File: config.mk
export PLATFORM = sky130hd
export DESIGN_NAME = uart_tx_frame
export DESIGN_NICKNAME = d
export VERILOG_FILES = /design/src/rtl/uart_tx_frame.sv
export SDC_FILE = /design/constraint.sdc
export NUM_CORES = 1
export LEC_CHECK = 0
export CAP_MARGIN = 20
export CELL_PAD_IN_SITES_DETAIL_PLACEMENT = 0
export CELL_PAD_IN_SITES_GLOBAL_PLACEMENT = 1
export CORE_ASPECT_RATIO = 1.25
export CORE_MARGIN = 4
export CORE_UTILIZATION = 36
export DETAILED_ROUTE_END_ITERATION = 8
export GPL_TIMING_DRIVEN = 0
export PLACE_DENSITY = 0.82
export SLEW_MARGIN = 20
export SYNTH_ARGS = -nofsm -noshare
export SYNTH_HDL_FRONTEND = slang
export SYNTH_SLANG_ARGS = --single-unit
File: constraint.sdc
create_clock -name CLK -period 1.7 [get_ports CLK]
set_clock_uncertainty 0.1 [all_clocks]
set_input_delay 0.17 -clock CLK [delete_from_list [all_inputs] [get_ports CLK]]
set_output_delay 0.17 -clock CLK [all_outputs]
set_load 0.005 [all_outputs]
File: src/rtl/uart_tx_frame.sv
// rtl/uart_tx_frame.sv - UART TX framer: start, data LSB first, optional parity, 1/2 stop bits
// One CLK per serial bit; frame content comes only from the copies latched at acceptance.
module uart_tx_frame #(
  parameter int DATA_WIDTH = 8
) (
  input  logic                  CLK,
  input  logic                  RST,
  input  logic [DATA_WIDTH-1:0] P_DATA,
  input  logic                  Data_Valid,
  input  logic                  PAR_EN,
  input  logic [1:0]            PAR_TYP,
  input  logic                  STOP2,
  output logic                  TX_OUT,
  output logic                  Busy,
  output logic                  par_bit
);

  localparam int CW = $clog2(DATA_WIDTH);
  localparam logic [CW-1:0] LAST = CW'(DATA_WIDTH - 1);

  typedef enum logic [2:0] {IDLE, START, DATA, PARITY, STOP} state_t;

  state_t                state;
  logic [DATA_WIDTH-1:0] data_q;
  logic                  par_en_q;
  logic                  stop2_q;
  logic [CW-1:0]         cnt;

  // TX_OUT and Busy are assigned alongside the transition, so they reflect the next state.
  always_ff @(posedge CLK or negedge RST) begin
    if (!RST) begin
      state    <= IDLE;
      data_q   <= '0;
      par_en_q <= 1'b0;
      stop2_q  <= 1'b0;
      cnt      <= '0;
      TX_OUT   <= 1'b1;
      Busy     <= 1'b0;
      par_bit  <= 1'b0;
    end else begin
      unique case (state)
        IDLE: begin
          if (Data_Valid) begin
            data_q   <= P_DATA;
            par_en_q <= PAR_EN;
            stop2_q  <= STOP2;
            case (PAR_TYP)
              2'b00:   par_bit <= ^P_DATA;
              2'b01:   par_bit <= ~^P_DATA;
              2'b10:   par_bit <= 1'b1;
              default: par_bit <= 1'b0;
            endcase
            state  <= START;
            TX_OUT <= 1'b0;
            Busy   <= 1'b1;
          end
        end
        START: begin
          cnt    <= '0;
          state  <= DATA;
          TX_OUT <= data_q[0];
        end
        DATA: begin
          if (cnt == LAST) begin
            cnt <= '0;
            if (par_en_q) begin
              state  <= PARITY;
              TX_OUT <= par_bit;
            end else begin
              state  <= STOP;
              TX_OUT <= 1'b1;
            end
          end else begin
            cnt    <= cnt + 1'b1;
            TX_OUT <= data_q[cnt + 1'b1];
          end
        end
        PARITY: begin
          state  <= STOP;
          TX_OUT <= 1'b1;
        end
        STOP: begin
          // cnt counts the stop bits already sent when two are requested.
          if (stop2_q && cnt == '0) begin
            cnt <= CW'(1);
          end else begin
            cnt    <= '0;
            state  <= IDLE;
            Busy   <= 1'b0;
            TX_OUT <= 1'b1;
          end
        end
        default: begin
          state  <= IDLE;
          Busy   <= 1'b0;
          TX_OUT <= 1'b1;
        end
      endcase
    end
  end

endmodule

# --- Word level (Yosys, flattened, before mapping) ---
# Cells that the tools add are included.
classes:
  n_addsub: 1
  order_cmp: 1
  eq_ne: 10
  muxes: 19
  bitwise: 1
  reduce_logical: 12
ops:
  columns: ["operator", "n"]
  rows:
  - ["2-to-1 mux 3 bit", 5]
  - ["one-hot mux 3 bit (5 select lines)", 1]
  - ["one-hot mux 3 bit (3 select lines)", 1]
  - ["2-to-1 mux 1 bit", 8]
  - ["XNOR reduction 8 bit", 1]
  - ["parity 8 bit", 1]
  - ["== test 3 x 2 -> 1 bit (second input constant)", 2]
  - ["== test 3 bit (second input constant)", 2]
  - ["zero test 3 bit", 2]
  - ["inequality test 2 bit (second input constant)", 3]
  - ["one-hot mux 1 bit (3 select lines)", 2]
  - ["AND reduction 3 bit", 2]
  - ["< comparator 3 x 4 -> 1 bit (second input constant)", 1]
  - ["one-hot mux 1 bit (4 select lines)", 1]
  - ["AND reduction 2 bit", 2]
  - ["adder 3 x 1 -> 3 bit (second input constant)", 1]
  - ["binary-select mux 1 bit (select 3 bit)", 1]
  - ["== test 3 x 1 -> 1 bit (second input constant)", 1]
  - ["nonzero test 3 bit", 1]
  - ["OR reduction 3 bit", 1]
  - ["== test 2 x 1 -> 1 bit (second input constant)", 1]
  - ["== test 2 bit (second input constant)", 1]
  - ["zero test 2 bit", 1]
  - ["logical AND 1 bit", 1]
  - ["NOT 1 bit", 1]
word_totals:
  register_bits: 19
  in_bits: 15
  output_inout_bits: 3
  elab_cells: 52

# --- Longest topological paths before layout ---
# Gate-level depths: netlist of the first run.
depth:
  ltp_word: 5
  depth_mapped: 6
  depth_no_buf: 6

# --- Worst setup path before layout of the first run ---
# Ideal clock, no wire load.
synth_timing:
  path_type: "reg-to-reg"
  startpoint: "reg cnt[0]"
  endpoint: "reg TX_OUT"
  setup_ps: 86
  t_arrival_ps: 1530
  t_required_ps: 1514
  slack_ps: -16
  stages_incl_launch_ff: 7
  path_buffers: 0
  period_less_slack_ps: 1716
  cell_sequence: "dfrtp_1 > inv_1 > ha_1 > mux4_1 > mux2_2 > o221ai_2 > a31oi_1"
synth_between:
  elab_chain_cells: 5
  word_cells_on_any_way: 10
  classes_between: "1 x add/sub; 2 x eq/ne; 4 x mux; 3 x reduce/logical"
synth_lines:
  columns: ["element", "line_no", "source"]
  rows:
  - ["from (decl)", "27", "logic [CW-1:0] cnt;"]
  - ["from (signal assigned)", "74", "cnt <= cnt + 1'b1;"]
  - ["adder 3 x 1 -> 3 bit", "75", "TX_OUT <= data_q[cnt + 1'b1];"]
  - ["binary-select mux 1 bit (select 3 bit)", "75", null]
  - ["2-to-1 mux 1 bit (not written as such)", "75", null]
  - ["2-to-1 mux 1 bit", "64", "if (cnt == LAST) begin"]
  - ["one-hot mux 1 bit (4 select lines)", "41", "unique case (state)"]
  - ["to (signal assigned)", "61", "TX_OUT <= data_q[0];"]
  - ["to (signal assigned)", "68", "TX_OUT <= par_bit;"]
  - ["to (signal assigned)", "75", null]
  - ["to (decl)", "13", "output logic TX_OUT,"]
# Parallel ways exist; a longest one is shown, timed or not. The select of a mux whose other input is x is not followed.
# A chain may end at the register's enable or synchronous reset.

# --- Final worst setup path of the first run ---
# Same ends and word-level chain as after synthesis.

==> summary.md, run 1 <==
| Metric | Value |
|---|---|
| Status | `finished with violations` |
| Violations in the final reports | `negative setup slack` |
| Via count of the first global-routing pass | `slightly above 800` |
| Dominant combinational cell family by area after synthesis | `multiplexers` |
| Total Routing Usage GR | `between 10% and 20%` |
| Die outline height | `~67 µm` |
| Reg2Reg Setup Slack | `-0.08 ns` |
| Area share of the largest cell type after synthesis | `45.2%` |
| Slew Limit Headroom | `40.4%` |
| Combinational group share of total power | `about half` |
| Starting Density | `roughly 37%` |
| Per-cell routed wire length | `approximately 14 µm` |
| # hold bufs at CTS | `0` |
| Antenna Diode Count | `0` |
| CTS tree | `yes` |
| Buffer levels on the longest clock path | `2` |
| Share of the clock period used by the worst path after layout | `105%` |
| Global routing's busiest layer | `met2` |
| Std-Cell Core Area | `approximately 2700 µm²` |
| Delay of the slowest cell on the worst path | `0.44 ns` |
| Hold Crit Class | `in -> async` |
| Type of element launching the critical path | `register` |
| Max-cap violation count | `0` |
| Area post-placement | `1220 µm²` |
| Maximum achievable frequency | `about 560 MHz` |
| Sequential fraction of design power | `between 30 and 40%` |
| Arrival time at the worst endpoint | `between 1.5 and 2 ns` |
| Clk slew on worst S/H paths | `between 0.1 and 0.15 ns` |
| Post-detailed-route count of antenna-violating nets | `0` |
| Nets | `~130` |
| Die outline area | `3680 µm²` |
| Drc violations | `0` |
| Fraction of synthesized area in multiplexers | `around 17%` |
| Type of element capturing the critical path | `register` |
| Min cycle time layout | `~1.8 ns` |
| Maximum level of the CTS H-tree | `1` |
| Layout fillers | `about 270` |
| Insertion delay of the later-clocked pin in the worst-skew pair | `~0.30 ns` |
| Root buffer cell | `sky130_fd_sc_hd__clkbuf_4` |
| Synthesized instance count | `between 80 and 90` |
| Setup repair after global routing missed its margin | `yes` |
| Number of placed cells counting well taps | `between 100 and 150` |
| Most common flop cell mapped by yosys | `sky130_fd_sc_hd__dfrtp_1` |
| Total grt overflow | `0` |
| Port Buffers | `17` |
| Share of synthesized registers carrying an async set or reset | `between 90% and 100%` |
| Net count of the mapped netlist | `~110` |
| Final hold violations | `0` |
| Global-route track usage on met2 | `roughly 23%` |
| Proportion of layout cells with a drive suffix above 1 | `20.9%` |
| Maximum number of pins on one net before global-route repair | `20` |
| Clock power share | `a little over a tenth` |
| Post-synthesis adder-cell area fraction | `3.76%` |
| Biggest area contributors in the synthesized netlist | `sky130_fd_sc_hd__dfrtp_1, sky130_fd_sc_hd__mux2_1, sky130_fd_sc_hd__mux4_1, sky130_fd_sc_hd__xnor2_1, sky130_fd_sc_hd__ha_1` |
| Routed wire length | `approximately 2.1 mm` |
| Total clock buffers created by CTS | `3` |
| CP Cell Sequence | `inv_2 -> ha_4 -> mux4_2 -> mux2_4 -> o221ai_4 -> a31oi_1` |
| Critical path buffers and inverters | `1` |
| PD cells | `1680 nW/µm²` |
| Max Transition Viols Final | `0` |
| Total non-filler cell area in the finished layout | `1330 µm²` |
| Width of the die | `between 50 and 60 µm` |
| Static leakage | `about 0.55 nW` |
| Area growth from synthesis to layout | `33.0%` |
| CTS Sinks | `19` |
| Actual slew at the worst max-slew pin | `0.892 ns` |
| Final Non-Filler Cells | `about 150` |
| Cell area after synthesis | `roughly 1000 µm²` |
| Via density | `about 5` |
| Overall via count from detail_route | `744` |
| Final setup TNS | `-0.0810 ns` |
| Number of different library cells in the post-synthesis netlist | `29` |
| Global-route wire length before repair | `approximately 3.7 mm` |
| Register area share after synthesis | `47.8%` |
| Global-route met3 utilization | `slightly below 3%` |
| Footprint of the multi-input gates | `about 520 µm²` |
| GRT met1 Usage | `approximately 17%` |
| Antenna violations before repair | `0` |
| Psw | `around 0.79 mW` |
| Logic depth of the worst setup path including buffers | `6` |
| Fraction of the mapped netlist area in compound gates | `between 10 and 15%` |
| Fraction of power spent switching nets | `a little over a third` |
| FF+latch area | `478 µm²` |
| Synthesized area per cell | `around 11 µm²` |
| Post-synthesis register bit count | `19` |
| CP Max Fanout | `5` |
| Library cell with the largest summed area after synthesis | `sky130_fd_sc_hd__dfrtp_1` |
| Basic-gate share of the synthesized area counting and, or, nand and nor cells | `a little under a tenth` |
| Weighted congestion at the end of routability-driven global placement | `0.770` |
| Synthesized-area fraction occupied by xor and xnor cells | `between 6 and 7%` |
| Number of failing setup endpoints in the final timing report | `1` |
| Count of flip-flops with a built-in enable after synthesis | `0` |
| Category of the critical setup timing path | `reg -> reg` |
| Slowest cell on crit path | `sky130_fd_sc_hd__dfrtp_2` |
| Drt first-iter violations | `7` |
| Data required time at the worst endpoint | `about 1.8 ns` |
| Max IR drop VDD | `0.733 mV` |
| Worst setup margin | `-0.0810 ns` |
| Depth of the worst register-to-register path | `6` |
| Largest delay contributor family on the critical path | `multiplexers` |
| Num ports | `18` |
| DP Worst Slack | `-0.294 ns` |
| Number of synthesis warnings | `0` |
| Count of TritonRoute iterations in the first routing pass | `4` |
| P_int | `between 1 and 1.5 mW` |
| Number of core rows | `21` |
| Total power consumption of the routed design | `~2.2 mW` |
| Half-perimeter wire length of the detailed placement result | `around 1.6 mm` |
## area by class of cell
type	instances	share of cell area, %
well taps	34	3.21
inverters	6	1.70
repair buffers	24	16.8
plain buffers	2	1.23
flip-flops and latches	19	36.0
clock inverters	1	0.377
multi-input cells	60	39.0
clock buffers	3	1.70
## kinds of logic after synthesis
kind of cell,Yosys count
AO/OA/AOI/OAI,19
AND/OR/NAND/NOR,19
flip-flops,19
multiplexers,12
buffers and inverters,9
XOR/XNOR,7
adder cells (fa/ha/maj),3
## flip-flops by register name (all words and copies together) (netlist names)
name / cells
TX_OUT: 1
cnt: 3
par_bit: 1
Busy: 1
par_en_q: 1
state: 3
data_q: 8
stop2_q: 1
## layout by cell type (no fill, tap or decap)
cell	instances
sky130_fd_sc_hd__a21boi_1	1
sky130_fd_sc_hd__mux2_4	1
sky130_fd_sc_hd__buf_4	7
sky130_fd_sc_hd__nor2b_1	1
sky130_fd_sc_hd__o22ai_1	2
sky130_fd_sc_hd__xnor2_1	6
sky130_fd_sc_hd__ha_4	1
sky130_fd_sc_hd__inv_1	4
sky130_fd_sc_hd__nand3_1	2
sky130_fd_sc_hd__nor2_1	5
sky130_fd_sc_hd__a21oi_1	5
sky130_fd_sc_hd__dfstp_2	1
sky130_fd_sc_hd__o221ai_4	1
sky130_fd_sc_hd__clkdlybuf4s50_1	17
sky130_fd_sc_hd__clkinv_2	1
sky130_fd_sc_hd__nand2b_1	1
sky130_fd_sc_hd__mux2_1	9
sky130_fd_sc_hd__dfrtp_1	17
sky130_fd_sc_hd__o21ai_0	2
sky130_fd_sc_hd__or3_1	2
sky130_fd_sc_hd__buf_6	1
sky130_fd_sc_hd__a31oi_1	2
sky130_fd_sc_hd__xor2_1	1
sky130_fd_sc_hd__mux4_2	2
sky130_fd_sc_hd__buf_2	1
sky130_fd_sc_hd__a22o_1	1
sky130_fd_sc_hd__nand2_1	5
sky130_fd_sc_hd__o21ai_1	3
sky130_fd_sc_hd__a31o_1	1
sky130_fd_sc_hd__nand2b_4	1
sky130_fd_sc_hd__clkbuf_4	3
sky130_fd_sc_hd__nor3_4	1
sky130_fd_sc_hd__nor3_1	1
sky130_fd_sc_hd__dfrtp_2	1
sky130_fd_sc_hd__inv_2	2
sky130_fd_sc_hd__a32o_1	1
sky130_fd_sc_hd__ha_1	2
## cells in the mapped netlist, types with 2 or more instances
cell type	instances
sky130_fd_sc_hd__a21oi_1	5
sky130_fd_sc_hd__a31oi_1	2
sky130_fd_sc_hd__buf_2	3
sky130_fd_sc_hd__dfrtp_1	18
sky130_fd_sc_hd__ha_1	3
sky130_fd_sc_hd__inv_1	5
sky130_fd_sc_hd__mux2_1	9
sky130_fd_sc_hd__mux4_1	2
sky130_fd_sc_hd__nand2_1	5
sky130_fd_sc_hd__nand2b_1	2
sky130_fd_sc_hd__nand3_1	2
sky130_fd_sc_hd__nor2_1	5
sky130_fd_sc_hd__o21ai_0	2
sky130_fd_sc_hd__o21ai_1	3
sky130_fd_sc_hd__o22ai_1	2
sky130_fd_sc_hd__or3_1	2
sky130_fd_sc_hd__xnor2_1	6
## per-stage QoR
step	util, %	hold slack [ns]
final	49.5	0.262
after detailed placement	45.6	0.380
after global placement	45.6	0.362
after floorplan	-	-0.226
after global routing	49.5	0.328
after CTS	48.6	0.281
## routing by layer
| metal | vias to the layer above | part of all wire, % | routed length (µm) |
|---|---|---|---|
| met2 | 17 | 53 | 1120 |
| met3 | 6 | 5.6 | 118 |
| met1 | 356 | 40 | 845 |
| li1 | 365 | - | - |
| met5 | - | 0 | 0 |
| met4 | 0 | 1.6 | 33 |
## power by group through the flow
stage	clock, mW	combinational (mW)	sequential [mW]
final	0.231	1.13	0.865
after global routing	0.268	1.26	0.895
after CTS	0.247	1.09	0.835
after detailed placement	0	0.959	0.838
after global placement	0	0.922	0.823
after floorplan	0	0.701	0.785
## final timing paths
kind                            from        end
setup / recovery              cnt[0]     TX_OUT
hold / removal                   RST    stop2_q
setup reg to reg              cnt[0]     TX_OUT
hold reg to reg            data_q[2]  data_q[2]
max in group asynchronous        RST     cnt[0]
min in group CLK              PAR_EN   par_en_q
## timing repair
action | CTS | global route
gates resized for setup | 8 | 2
endpoints found under the setup margin | 9 | 7
buffers inserted | 4 | 3
pin swaps | 4 | 2
Note: power is estimated with default switching activity, not from simulation.
==> run 2, diff against run 1 <==
- SLEW_MARGIN: 20 -> not set
==> results of run 2 <==
No change in the layout: final DEF, timing and power equal those of run 1.
